File: src/rtl/vga_timing_generator.sv
// vga_timing_generator
// Raster timing for a VGA-style display. Horizontal and vertical counters advance
// on the pixel strobe. Syncs and blank are delayed to line up with the framebuffer
// read latency. Framebuffer coordinates are derived by a right shift of the raw
// counters. Frame strobes and a completed-frame counter are also provided.
module vga_timing_generator #(
  parameter int H_ACTIVE    = 640,
  parameter int H_FRONT     = 16,
  parameter int H_SYNC      = 96,
  parameter int H_BACK      = 48,
  parameter int V_ACTIVE    = 480,
  parameter int V_FRONT     = 10,
  parameter int V_SYNC      = 2,
  parameter int V_BACK      = 33,
  parameter bit HSYNC_POL   = 1'b0,
  parameter bit VSYNC_POL   = 1'b0,
  parameter int PIPE_DELAY  = 2,
  parameter int SCALE_SHIFT = 0,
  parameter int COORD_WIDTH = 10
) (
  input  logic                   clock,
  input  logic                   reset,          // asynchronous, active low
  input  logic                   pixel_enable,
  output logic [COORD_WIDTH-1:0] pixel_x_pos,
  output logic [COORD_WIDTH-1:0] pixel_y_pos,
  output logic [COORD_WIDTH-1:0] fb_x_pos,
  output logic [COORD_WIDTH-1:0] fb_y_pos,
  output logic                   pixel_active,
  output logic                   vga_horizontal_sync,
  output logic                   vga_vertical_sync,
  output logic                   vga_blank,
  output logic                   frame_start,
  output logic                   vblank_start,
  output logic [15:0]            frame_count
);

  localparam int H_TOTAL = H_ACTIVE + H_FRONT + H_SYNC + H_BACK;
  localparam int V_TOTAL = V_ACTIVE + V_FRONT + V_SYNC + V_BACK;

  // Counter-width constants used by the compare logic.
  localparam logic [COORD_WIDTH-1:0] H_LAST   = COORD_WIDTH'(H_TOTAL - 1);
  localparam logic [COORD_WIDTH-1:0] V_LAST   = COORD_WIDTH'(V_TOTAL - 1);
  localparam logic [COORD_WIDTH-1:0] H_ACT_C  = COORD_WIDTH'(H_ACTIVE);
  localparam logic [COORD_WIDTH-1:0] V_ACT_C  = COORD_WIDTH'(V_ACTIVE);
  localparam logic [COORD_WIDTH-1:0] HS_BEGIN = COORD_WIDTH'(H_ACTIVE + H_FRONT);
  localparam logic [COORD_WIDTH-1:0] HS_END   = COORD_WIDTH'(H_ACTIVE + H_FRONT + H_SYNC);
  localparam logic [COORD_WIDTH-1:0] VS_BEGIN = COORD_WIDTH'(V_ACTIVE + V_FRONT);
  localparam logic [COORD_WIDTH-1:0] VS_END   = COORD_WIDTH'(V_ACTIVE + V_FRONT + V_SYNC);

  // ---------------------------------------------------------------------------
  // Elaboration-time parameter screening
  // ---------------------------------------------------------------------------
  if (H_ACTIVE < 1 || H_FRONT < 1 || H_SYNC < 1 || H_BACK < 1) begin : g_bad_h
    $error("vga_timing_generator: horizontal widths must all be at least 1");
  end
  if (V_ACTIVE < 1 || V_FRONT < 1 || V_SYNC < 1 || V_BACK < 1) begin : g_bad_v
    $error("vga_timing_generator: vertical widths must all be at least 1");
  end
  if (PIPE_DELAY < 0 || PIPE_DELAY > 7) begin : g_bad_pipe
    $error("vga_timing_generator: PIPE_DELAY must be in 0..7");
  end
  if (SCALE_SHIFT < 0 || SCALE_SHIFT > 3) begin : g_bad_scale
    $error("vga_timing_generator: SCALE_SHIFT must be in 0..3");
  end
  if (COORD_WIDTH < 1 || COORD_WIDTH > 16) begin : g_bad_cw_range
    $error("vga_timing_generator: COORD_WIDTH must be in 1..16");
  end
  if (((H_TOTAL - 1) >> COORD_WIDTH) != 0 ||
      ((V_TOTAL - 1) >> COORD_WIDTH) != 0) begin : g_bad_cw
    $error("vga_timing_generator: COORD_WIDTH too small for H_TOTAL-1 / V_TOTAL-1");
  end

  // ---------------------------------------------------------------------------
  // Raster counters
  // ---------------------------------------------------------------------------
  logic [COORD_WIDTH-1:0] h_q, h_d;
  logic [COORD_WIDTH-1:0] v_q, v_d;
  logic [15:0]            frame_count_q, frame_count_d;
  logic                   h_wrap, v_wrap;

  assign h_wrap = (h_q == H_LAST);
  assign v_wrap = (v_q == V_LAST);

  // Next raster position: step only on an enabled pixel; wrap line, then frame.
  always_comb begin
    h_d = h_q;
    v_d = v_q;
    if (pixel_enable) begin
      if (h_wrap) begin
        h_d = '0;
        v_d = v_wrap ? '0 : v_q + COORD_WIDTH'(1);
      end else begin
        h_d = h_q + COORD_WIDTH'(1);
      end
    end
  end

  // Completed frames tick on the enabled pixel that wraps the bottom-right corner.
  always_comb begin
    frame_count_d = frame_count_q;
    if (pixel_enable && h_wrap && v_wrap) begin
      frame_count_d = frame_count_q + 16'd1;
    end
  end

  // Counter and frame-count state; reset restarts the raster at the top-left.
  always_ff @(posedge clock or negedge reset) begin
    if (!reset) begin
      h_q           <= '0;
      v_q           <= '0;
      frame_count_q <= '0;
    end else begin
      h_q           <= h_d;
      v_q           <= v_d;
      frame_count_q <= frame_count_d;
    end
  end

  // ---------------------------------------------------------------------------
  // Undelayed region decode
  // ---------------------------------------------------------------------------
  logic hsync_in_range, vsync_in_range;
  logic hsync_raw, vsync_raw;
  logic [2:0] raw_vec;     // {active, vsync, hsync}
  logic [2:0] delayed_vec;

  assign pixel_active   = (h_q < H_ACT_C) && (v_q < V_ACT_C);
  assign hsync_in_range = (h_q >= HS_BEGIN) && (h_q < HS_END);
  assign vsync_in_range = (v_q >= VS_BEGIN) && (v_q < VS_END);
  assign hsync_raw      = hsync_in_range ? HSYNC_POL : ~HSYNC_POL;
  assign vsync_raw      = vsync_in_range ? VSYNC_POL : ~VSYNC_POL;
  assign raw_vec        = {pixel_active, vsync_raw, hsync_raw};

  // ---------------------------------------------------------------------------
  // Sync/blank delay line, matched to the framebuffer read latency
  // ---------------------------------------------------------------------------
  if (PIPE_DELAY == 0) begin : g_no_pipe
    assign delayed_vec = raw_vec;
  end else begin : g_pipe
    // Reset contents: blanking with both syncs at their idle level.
    localparam logic [2:0] IDLE_VEC = {1'b0, ~VSYNC_POL, ~HSYNC_POL};

    for (genvar gi = 0; gi < PIPE_DELAY; gi++) begin : g_stage
      logic [2:0] stage_q;
      logic [2:0] stage_in;

      if (gi == 0) begin : g_first
        assign stage_in = raw_vec;
      end else begin : g_chain
        assign stage_in = g_stage[gi-1].stage_q;
      end

      // One pixel of delay; the stage freezes while the pixel strobe is low.
      always_ff @(posedge clock or negedge reset) begin
        if (!reset) begin
          stage_q <= IDLE_VEC;
        end else if (pixel_enable) begin
          stage_q <= stage_in;
        end
      end
    end

    assign delayed_vec = g_stage[PIPE_DELAY-1].stage_q;
  end

  assign vga_horizontal_sync = delayed_vec[0];
  assign vga_vertical_sync   = delayed_vec[1];
  assign vga_blank           = delayed_vec[2];

  // ---------------------------------------------------------------------------
  // Coordinates, strobes and frame count
  // ---------------------------------------------------------------------------
  assign pixel_x_pos  = h_q;
  assign pixel_y_pos  = v_q;
  assign fb_x_pos     = h_q >> SCALE_SHIFT;
  assign fb_y_pos     = v_q >> SCALE_SHIFT;
  assign frame_start  = pixel_enable && (h_q == '0) && (v_q == '0);
  assign vblank_start = pixel_enable && (h_q == '0) && (v_q == V_ACT_C);
  assign frame_count  = frame_count_q;

endmodule

File: config.mk
export PLATFORM = sky130hd
export DESIGN_NAME = vga_timing_generator
export DESIGN_NICKNAME = d
export VERILOG_FILES = /design/src/rtl/vga_timing_generator.sv
export SDC_FILE = /design/constraint.sdc
export NUM_CORES = 1
export LEC_CHECK = 0
export ABC_AREA = 1
export CELL_PAD_IN_SITES_DETAIL_PLACEMENT = 1
export CELL_PAD_IN_SITES_GLOBAL_PLACEMENT = 2
export CORE_MARGIN = 3
export CORE_UTILIZATION = 26
export CTS_BUF_LIST = sky130_fd_sc_hd__clkbuf_4 sky130_fd_sc_hd__clkbuf_8
export DETAILED_ROUTE_END_ITERATION = 8
export MAX_ROUTING_LAYER = met4
export PLACE_DENSITY_LB_ADDON = 0.08
export SLEW_MARGIN = 20
export SYNTH_ARGS = -nofsm -noshare
export SYNTH_HDL_FRONTEND = slang
export SYNTH_SLANG_ARGS = --single-unit
File: constraint.sdc
create_clock -name clock -period 1.45 [get_ports clock]
set_input_delay 0.29 -clock clock [delete_from_list [all_inputs] [get_ports clock]]
set_output_delay 0.29 -clock clock [all_outputs]
set_load 0.01 [all_outputs]
==> results.tsv, run 1 <==
metric	value	unit
crit_required	1.16	ns
clockPowerShare	0.311	
synth_area_per_cell	7.76	um2
stdcell_area	4620	um2
synth.most_common_cell	nand2_1	
ys_seq_area_frac	0.416	
crit_fanout	2	
leakage	2.28	nW
dp_hpwl	5870	um
p_int	2.64	mW
fin_cells	614	
grt_pass1_wl	14300	um
finClkSkew	0.0108	ns
holdCritPathClass	register to register	
reg2reg_slack	-0.26	ns
hold_viol	0	
yosysTopAreaCell	dfrtp_1	
swShare	0.309	
grt_max_degree	23	
synth_area_leaders	dfrtp_1 37%, nand2_1 13%, buf_4 6.2%	
synthToLayoutAreaGrowth	81.8	%
drc	0	
final_antenna_net_count	0	
slew_headroom	0.744	
track_usage	0.163	
reg2regPathDepth	12	
drt-total-wl	8740	um
clk_pin_slew	0.09	ns
grt_setup_unrepaired	true	
cp-end-kind	output pin	
antenna_cells	0	
initial_core_util	0.271	
cap_violations	0	
critPathKind	register to output pin	
cp.arrival	1.53	ns
dr.pass1.iters	4	
critPathLaunchType	register	
die_area	11000	um2
pwr-share-seq	0.348	
first_iter_violations	47	
p_sw	1.18	mW
setup_viol	35	
cts_tree	built	
synthDistinctLibCells	33	
period_minus_slack	1.82	ns
place_inst	559	
synth_edf_count	0	
outcome	finished with violations	
viasPerCell	4.37	
tightest_slew	0.382	ns
detail_route.wl_per_cell	14.2	um
core-area	9370	um2
port-buffer-count	64	
violations	setup timing	
maxSlewViolCount	0	
r2r-end	frame_count[15]$_DFFE_PN0P_	
syn_inst	327	
routed-via-count	2683	
max_freq	548	MHz
post_dp_cell_area	3660	um2
die_w	105	um
syn_nets	335	
yosysTopAreaCellShare	0.375	
comb_power_share	0.341	
clock_latency	0.30	ns
synth-main-ff-cell	dfrtp_1	
finalCritPeriodShare	1.26	
overflow	0	
r2r_start	fb_y_pos[0]$_DFFE_PN0P_	
clock-root-buffer	clkbuf_8	
io_pins	65	
ys_warn_count	0	
grt_pass1_vias	2834	
power.density	827	nW/um2
cp-endpoint	frame_start	
antenna_found_initial	0	
critPathLaunch	fb_y_pos[0]$_DFFE_PN0P_	
ir_drop	0.353	mV
synthArstFlopShare	1.00	
layout-drive-gt1-share	0.485	
synth_commonest_cells	90 x nand2_1, 38 x dfrtp_1, 38 x nor2_1, 33 x inv_1	
synth_area	2540	um2
htree_levels	2	
place.gp.congestion	0.754	
cts_buffers	5	
clock_sinks	42	
dieHeight	105	um
final_nets	492	
rows	35	
timing.final.ws_setup	-0.375	ns
ys_ff_latch	42	
max-clock-path-buffers	2	
-- sequential cells by signal, indices dropped and copies added, names as in the netlist --
register	cells
frame_count	16
g_pipe.g_stage.stage_q	3
delayed_vec	3
fb_y_pos	10
fb_x_pos	10
-- metrics by stage --
| stage | setup TNS (ns) | hold slack (ns) | total power, mW | utilization | setup slack (ns) |
|---|---|---|---|---|---|
| global route | -10.37 | 0.496 | 4.04 | 0.493 | -0.458 |
| floorplan | -1.46 | -0.00559 | 1.85 | - | -0.105 |
| detailed placement | -9.62 | 0.303 | 2.46 | 0.391 | -0.678 |
| global placement | -9.11 | 0.301 | 2.45 | 0.391 | -0.677 |
| finish | -6.22 | 0.468 | 3.81 | 0.493 | -0.375 |
| CTS | -8.38 | 0.471 | 3.69 | 0.455 | -0.358 |
-- worst min-delay path by stage --
stage	to	start	slack [ns]	cells past startpoint
global placement	delayed_vec[2]$_DFFE_PN0P_	reset	0.30	2
CTS	delayed_vec[1]$_DFFE_PN1P_	delayed_vec[1]$_DFFE_PN1P_	0.47	2
floorplan	delayed_vec[2]$_DFFE_PN0P_	reset	-0.006	0
detailed placement	delayed_vec[2]$_DFFE_PN0P_	reset	0.30	2
global route	delayed_vec[0]$_DFFE_PN1P_	delayed_vec[0]$_DFFE_PN1P_	0.50	2
finish	delayed_vec[1]$_DFFE_PN1P_	delayed_vec[1]$_DFFE_PN1P_	0.47	2
-- cell families after synthesis --
logic type / count (synthesis) / synth area share
buffers and inverters: 61 / 0.132
AO/OA/AOI/OAI: 21 / 0.0448
flip-flops: 42 / 0.416
AND/OR/NAND/NOR: 181 / 0.323
multiplexers: 1 / 0.00394
XOR/XNOR: 16 / 0.0552
adder cells (fa/ha/maj): 5 / 0.0246
-- final cells by class --
cell class                 instances  area [um2]
inverter                          35         146
clock inverter                     2        60.1
timing repair buffer             176        1570
fill                            1134        4760
sequential                        42        1060
tap                              129         161
multi-input combinational        224        1530
clock buffer                       6        82.6
-- power by group through the flow --
stage | sequential, mW | combinational, mW | clock, mW
3_5_place_dp | 1.34 | 1.12 | 0
2_1_floorplan | 1.46 | 0.390 | 0
6_report | 1.33 | 1.30 | 1.19
4_1_cts | 1.32 | 1.15 | 1.22
5_1_grt | 1.34 | 1.42 | 1.27
3_3_place_gp | 1.34 | 1.11 | 0
-- layer usage --
| metal | global-route usage | share of wire | vias up |
|---|---|---|---|
| li1 | - | - | 1324 |
| met1 | 0.208 | 0.45 | 1306 |
| met2 | 0.274 | 0.51 | 42 |
| met3 | 0.0247 | 0.027 | 11 |
| met4 | 0.0375 | 0.014 | 0 |
| met5 | - | 0 | - |
-- worst max-delay path, cell delays in order (launching register included) --
cell,delay [ns]
dfrtp_2,0.42
inv_2,0.08
ha_4,0.14
nand3_2,0.08
nor2_2,0.13
nand3_2,0.12
nor3_2,0.11
buf_2,0.15
-- what timing repair did --
item                                    in CTS  in global routing
pin swaps                                   17                 24
endpoints found under the setup margin      92                 68
resized for setup                          154                131
endpoints found under the hold margin       33                  0
gates cloned                                 3                  1
buffers inserted                            35                 17
hold buffers                                 1                  0
-- cell usage in the layout, fill, tap and decap left out, types with 8 or more instances in the layout --
master and instances:
buf_4 81, nand2_1 62, dfrtp_1 31, nor2_1 28, inv_1 27, nand2_2 22, dlygate4sd2_1 22, buf_6 22
clkdlybuf4s15_1 19, xor2_1 14, nand3_1 11, clkbuf_2 11, nor2_4 10, nand3_2 10, nand4_1 8, buf_2 8
No activity file was read; power rests on OpenSTA's default activity.
==> run 2, diff against run 1 <==
- ABC_AREA: 1 -> 0
- CORE_MARGIN: 3 -> unset
- CORE_UTILIZATION: 26 -> 28
==> results.tsv, run 2 <==
metric	value	unit	change
synth_edf_count	0		unchanged
ys_warn_count	0		unchanged
final_common_cell	buf_4		
holdCritPathClass	input pin to asynchronous set/reset pin		
leakage	2.30	nW	+0.64%
synthDistinctLibCells	40		+21%
final-seq-area	1070	um2	+0.12%
p_sw	1.15	mW	-2.2%
ys_seq_area_frac	0.447		+0.0308
grt_max_degree	16		-30%
crit_chain	or3_4 > nor4_4 > nand3_4 > nor4b_4 > buf_2		
yosysTopAreaCellShare	0.402		+0.0278
tightest_slew	0.457	ns	+0.0750 ns
drt-total-wl	8340	um	-4.6%
final_nets	391		-21%
cts_tree	built		
io_pins	65		unchanged
cap_violations	0		unchanged
final_cell_mix	65 x buf_4, 59 x buf_6, 30 x dfrtp_1		
initial_core_util	0.289		+0.0182
maxSlewViolCount	0		unchanged
clock-root-buffer	clkbuf_8		
pwr-share-seq	0.368		+0.020
syn_inst	224		-31%
critPathMaxStageDelay	0.40	ns	-0.02 ns
antenna_found_initial	0		unchanged
syn_nets	232		-31%
multi_input_area	1520	um2	-0.82%
power.density	797	nW/um2	-3.6%
clock_sinks	42		unchanged
grt_setup_unrepaired	true		
stdcell_area	4460	um2	-3.5%
synthArstFlopShare	1.00		unchanged
post_dp_cell_area	3510	um2	-4.0%
slew_headroom	0.695		-0.0484
max_freq	482	MHz	-12%
grt_pass1_wl	12700	um	-11%
dp_hpwl	5410	um	-7.8%
swShare	0.324		+0.0156
violations	setup timing		
dr.pass1.iters	4		unchanged
synth_commonest_cells	38 x dfrtp_1, 23 x buf_4, 17 x nand3_1, 17 x xor2_1, 13 x nand2_1		
track_usage	0.194		+0.0313
finClkSkew	0.00845	ns	-0.00233 ns
layout-drive-gt1-share	0.612		+0.127
die_area	8810	um2	-20%
finalCritPeriodShare	1.43		+0.171
critPathTopFamily	simple AND/OR/NAND/NOR gates		
detail_route.wl_per_cell	17.1	um	+20%
dieHeight	93.9	um	-10%
pre_cts_slack	-0.950	ns	-0.273 ns
crit_fanout	2		unchanged
synth_area_leaders	dfrtp_1 40%, buf_4 7.3%, xor2_1 6.3%		
synth_area_per_cell	10.6	um2	+36%
ir_drop	0.421	mV	+19%
rows	33		-5.7%
critPathLaunchType	register		
synth.most_common_cell	dfrtp_1		
place.gp.congestion	0.763		+1.3%
synth-main-ff-cell	dfrtp_1		
largest_register_ff_count	16		unchanged
max-clock-path-buffers	2		unchanged
comb_power_share	0.398		+0.057
die_w	93.9	um	-10%
clk_pin_slew	0.09	ns	about the same
setup_viol	43		+23%
synthToLayoutAreaGrowth	88.5	%	
cp.buffers_inverters	1		-1
htree_levels	2		unchanged
first_iter_violations	51		+8.5%
overflow	0		unchanged
ys_ff_latch	42		unchanged
timing.final.ws_setup	-0.623	ns	-0.249 ns
core-area	8180	um2	-13%
synth_area	2360	um2	-6.9%
port-buffer-count	64		unchanged
crit_required	1.16	ns	about the same
fillers	891		-21%
cts_buffers	5		unchanged
hold_viol	0		unchanged
drc	0		unchanged
final_antenna_net_count	0		unchanged
routed-via-count	2293		-15%
critPathKind	register to output pin		
cp.arrival	1.78	ns	+0.25 ns
p_int	2.40	mW	-9.0%
clock_latency	0.30	ns	about the same
cp-end-kind	output pin		
crit_slowest_cell	dfrtp_1		
yosysTopAreaCell	dfrtp_1		
clockPowerShare	0.233		-0.078
outcome	finished with violations		
grt_pass1_vias	2349		-17%
period_minus_slack	2.07	ns	+0.249 ns
viasPerCell	4.69		+7.3%
antenna_cells	0		unchanged
run 2: cell type report:
type                    count  share of cell area
clock buffers               6              0.0185
clock inverters             2             0.00281
inverters                   9             0.00758
multi-input cells         146               0.341
flip-flops and latches     42               0.239
well taps                 105              0.0295
repair buffers            179               0.361
run 2: worst reg2reg max path, stage by stage, from the launching register on:
cell     delay, ns
dfrtp_2       0.45
buf_6         0.13
buf_6         0.10
buf_6         0.10
buf_6         0.11
and4b_2       0.25
buf_6         0.14
and3_4        0.20
nand2_4       0.08
mux2_4        0.29
run 2: repair_timing:
item                       4_1_cts  5_1_grt
hold buffers                     1        0
setup endpoints to repair       98       70
buffers inserted                32       25
cloned                           1        0
hold endpoints to repair         6        0
pin swaps                       37       28
gates resized for setup        226       81
run 2: path summary, 6_finish.rpt:
path | startpoint | endpoint | slack (ns) | cells after the start
worst max-delay path | fb_x_pos[3]$_DFFE_PN0P_ | frame_start | -0.62 | 5
worst min-delay path | reset | fb_x_pos[8]$_DFFE_PN0P_ | 0.39 | 2
worst max register to register | fb_x_pos[4]$_DFFE_PN0P_ | frame_count[1]$_DFFE_PN0P_ | -0.50 | 9
worst min register to register | frame_count[15]$_DFFE_PN0P_ | frame_count[15]$_DFFE_PN0P_ | 0.47 | 1
max in group asynchronous | reset | g_pipe.g_stage[0].stage_q[1]$_DFFE_PN1P_ | 0.53 | 3
min in group clock | frame_count[15]$_DFFE_PN0P_ | frame_count[15]$_DFFE_PN0P_ | 0.47 | 1
run 2: logic make-up (layout without fill, tap and decap cells):
family,count (synthesis),after routing,synth area share
AO/OA/AOI/OAI,17,17,0.0397
XOR/XNOR,26,26,0.0963
adder cells (fa/ha/maj),5,5,0.0265
buffers and inverters,37,196,0.103
flip-flops,42,42,0.447
multiplexers,6,6,0.0281
AND/OR/NAND/NOR,91,92,0.260
run 2: power by group through the flow:
stage | sequential [mW] | combinational [mW] | clock, mW
global placement | 1.31 | 0.927 | 0
finish | 1.31 | 1.41 | 0.829
detailed placement | 1.31 | 0.931 | 0
global route | 1.32 | 1.50 | 0.902
floorplan | 1.39 | 0.385 | 0
CTS | 1.30 | 1.14 | 0.845
run 2: through the flow:
stage | power [mW] | setup TNS [ns] | instances | hold slack, ns | util
after floorplan | 1.77 | -4.23 | 224 | -0.00559 | -
after global placement | 2.24 | -22.88 | 432 | 0.191 | 0.430
after detailed placement | 2.24 | -24.14 | 432 | 0.196 | 0.430
after CTS | 3.29 | -11.72 | 472 | 0.406 | 0.504
after global routing | 3.72 | -17.87 | 489 | 0.413 | 0.545
final | 3.55 | -14.58 | 489 | 0.393 | 0.545
run 2: routing by layer:
metal,wire length [um],GRT usage,share of wire,up-vias
li1,-,-,-,1097
met1,3710,0.256,0.44,1149
met2,4350,0.320,0.52,44
met3,245,0.0291,0.029,3
met4,38,0.0346,0.0046,0
met5,0,-,0,-
==> run 3, diff against run 2 <==
- MAX_ROUTING_LAYER: met4 -> unset
==> results.tsv, run 3 (synthesis gave the netlist of run 2 again) <==
metric	value	unit	change
hold_viol	0		unchanged
grt_setup_unrepaired	true		
cp-end-kind	output pin		
drt-total-wl	8540	um	+2.4%
cts_buffers	5		unchanged
track_usage	0.190		-0.00488
critPathKind	register to output pin		
dr.pass1.iters	4		unchanged
grt_pass1_vias	2355		+0.26%
critPathLaunchType	register		
viasPerCell	4.81		+2.6%
slew_headroom	0.695		about the same
max-clock-path-buffers	2		unchanged
port-buffer-count	64		unchanged
crit_slowest_cell	dfrtp_1		
die_w	93.9	um	unchanged
detail_route.wl_per_cell	17.5	um	+2.4%
initial_core_util	0.289		unchanged
cap_violations	0		unchanged
outcome	finished with violations		
htree_levels	2		unchanged
maxSlewViolCount	0		unchanged
crit_fanout	2		unchanged
setup_viol	43		unchanged
finalCritPeriodShare	1.44		+0.0113
routed-via-count	2352		+2.6%
holdCritPathClass	input pin to asynchronous set/reset pin		
antenna_found_initial	0		unchanged
largest_register_ff_count	16		unchanged
ir_drop	0.420	mV	-0.26%
crit_chain	or3_4 > nor4_4 > nand3_4 > nor4b_4 > buf_2		
synthToLayoutAreaGrowth	88.5	%	about the same
critPathMaxStageDelay	0.41	ns	about the same
place.gp.congestion	0.754		-1.3%
grt_max_degree	16		unchanged
layout-drive-gt1-share	0.615		+0.00260
multi_input_area	1520	um2	unchanged
tightest_slew	0.457	ns	+0.000194 ns
die_area	8810	um2	unchanged
final_common_cell	buf_4		
clk_pin_slew	0.09	ns	about the same
final_nets	391		unchanged
fillers	893		+0.22%
leakage	2.30	nW	about the same
core-area	8180	um2	unchanged
overflow	0		unchanged
final_antenna_net_count	0		unchanged
cp.arrival	1.80	ns	+0.02 ns
power	3.56	mW	+0.11%
finClkSkew	0.00674	ns	-0.00172 ns
hold_slack	0.404	ns	+0.0112 ns
dp_hpwl	5410	um	unchanged
path_depth	5		unchanged
violations	setup timing		
period_minus_slack	2.09	ns	+0.0164 ns
final-seq-area	1070	um2	unchanged
antenna_cells	0		unchanged
clock_sinks	42		unchanged
dieHeight	93.9	um	unchanged
clock-root-buffer	clkbuf_8		
final_cell_mix	64 x buf_4, 60 x buf_6, 30 x dfrtp_1		
clock_latency	0.30	ns	about the same
io_pins	65		unchanged
rows	33		unchanged
first_iter_violations	70		+37%
crit_required	1.16	ns	about the same
cp.buffers_inverters	1		unchanged
max_freq	479	MHz	-0.78%
drc	0		unchanged
critPathTopFamily	simple AND/OR/NAND/NOR gates		
cts_tree	built		
grt_pass1_wl	12700	um	about the same
power.density	798	nW/um2	+0.14%
reg2regPathDepth	9		unchanged
timing.final.ws_setup	-0.640	ns	-0.0164 ns
run 3: cell types whose count changed in the layout (fill, tap and decap cells not counted):
cell / change
buf_4: -1
buf_6: +1
clkbuf_2: +1
clkdlybuf4s15_1: -1
run 3: metrics by stage:
step	instance area (um2)	std cells	setup TNS, ns	worst slack (ns)	utilization
floorplan	2460	224	-4.23	-0.235	-
global placement	3510	432	-22.88	-0.898	0.430
detailed placement	3510	432	-24.14	-0.950	0.430
CTS	4120	472	-11.72	-0.624	0.504
global route	4450	489	-18.10	-0.717	0.545
finish	4450	489	-15.34	-0.640	0.545
run 3: area by class of cell:
| class | instances | share of cell area |
|---|---|---|
| clock buffers | 6 | 0.0185 |
| clock inverters | 2 | 0.00281 |
| inverters | 9 | 0.00758 |
| multi-input cells | 146 | 0.341 |
| flip-flops and latches | 42 | 0.239 |
| well taps | 105 | 0.0295 |
| repair buffers | 179 | 0.361 |
run 3: path summary, 6_finish.rpt:
kind                                             start                     endpoint  slack (ns)
max                            fb_x_pos[3]$_DFFE_PN0P_                  frame_start       -0.64
min                                              reset      fb_x_pos[8]$_DFFE_PN0P_        0.40
max reg2reg                    fb_x_pos[4]$_DFFE_PN0P_   frame_count[1]$_DFFE_PN0P_       -0.52
min reg2reg                frame_count[15]$_DFFE_PN0P_  frame_count[15]$_DFFE_PN0P_        0.47
max in group asynchronous                        reset   delayed_vec[1]$_DFFE_PN1P_        0.51
min in group clock         frame_count[15]$_DFFE_PN0P_  frame_count[15]$_DFFE_PN0P_        0.47
run 3: layer usage:
| metal | track usage | vias to the layer above | wire [um] |
|---|---|---|---|
| met2 | 0.322 | 44 | 4460 |
| met1 | 0.254 | 1204 | 3760 |
| met5 | 0 | - | 0 |
| met4 | 0.0346 | 0 | 101 |
| li1 | - | 1097 | - |
| met3 | 0.0316 | 7 | 220 |
run 3: what timing repair did:
item	4_1_cts	5_1_grt
hold endpoints to repair	6	0
pin swaps	37	28
gates resized for setup	226	83
endpoints found under the setup margin	98	70
setup buffers	32	25
gates cloned	1	0
hold buffers	1	0
run 3: power breakdown:
| part | total, mW | leakage [nW] | switching [mW] | internal, mW |
|---|---|---|---|---|
| logic | 1.41 | 1.74 | 0.644 | 0.771 |
| registers | 1.32 | 0.512 | 0.0732 | 1.24 |
| clock network | 0.825 | 0.0472 | 0.441 | 0.384 |
| total | 3.56 | 2.30 | 1.16 | 2.40 |
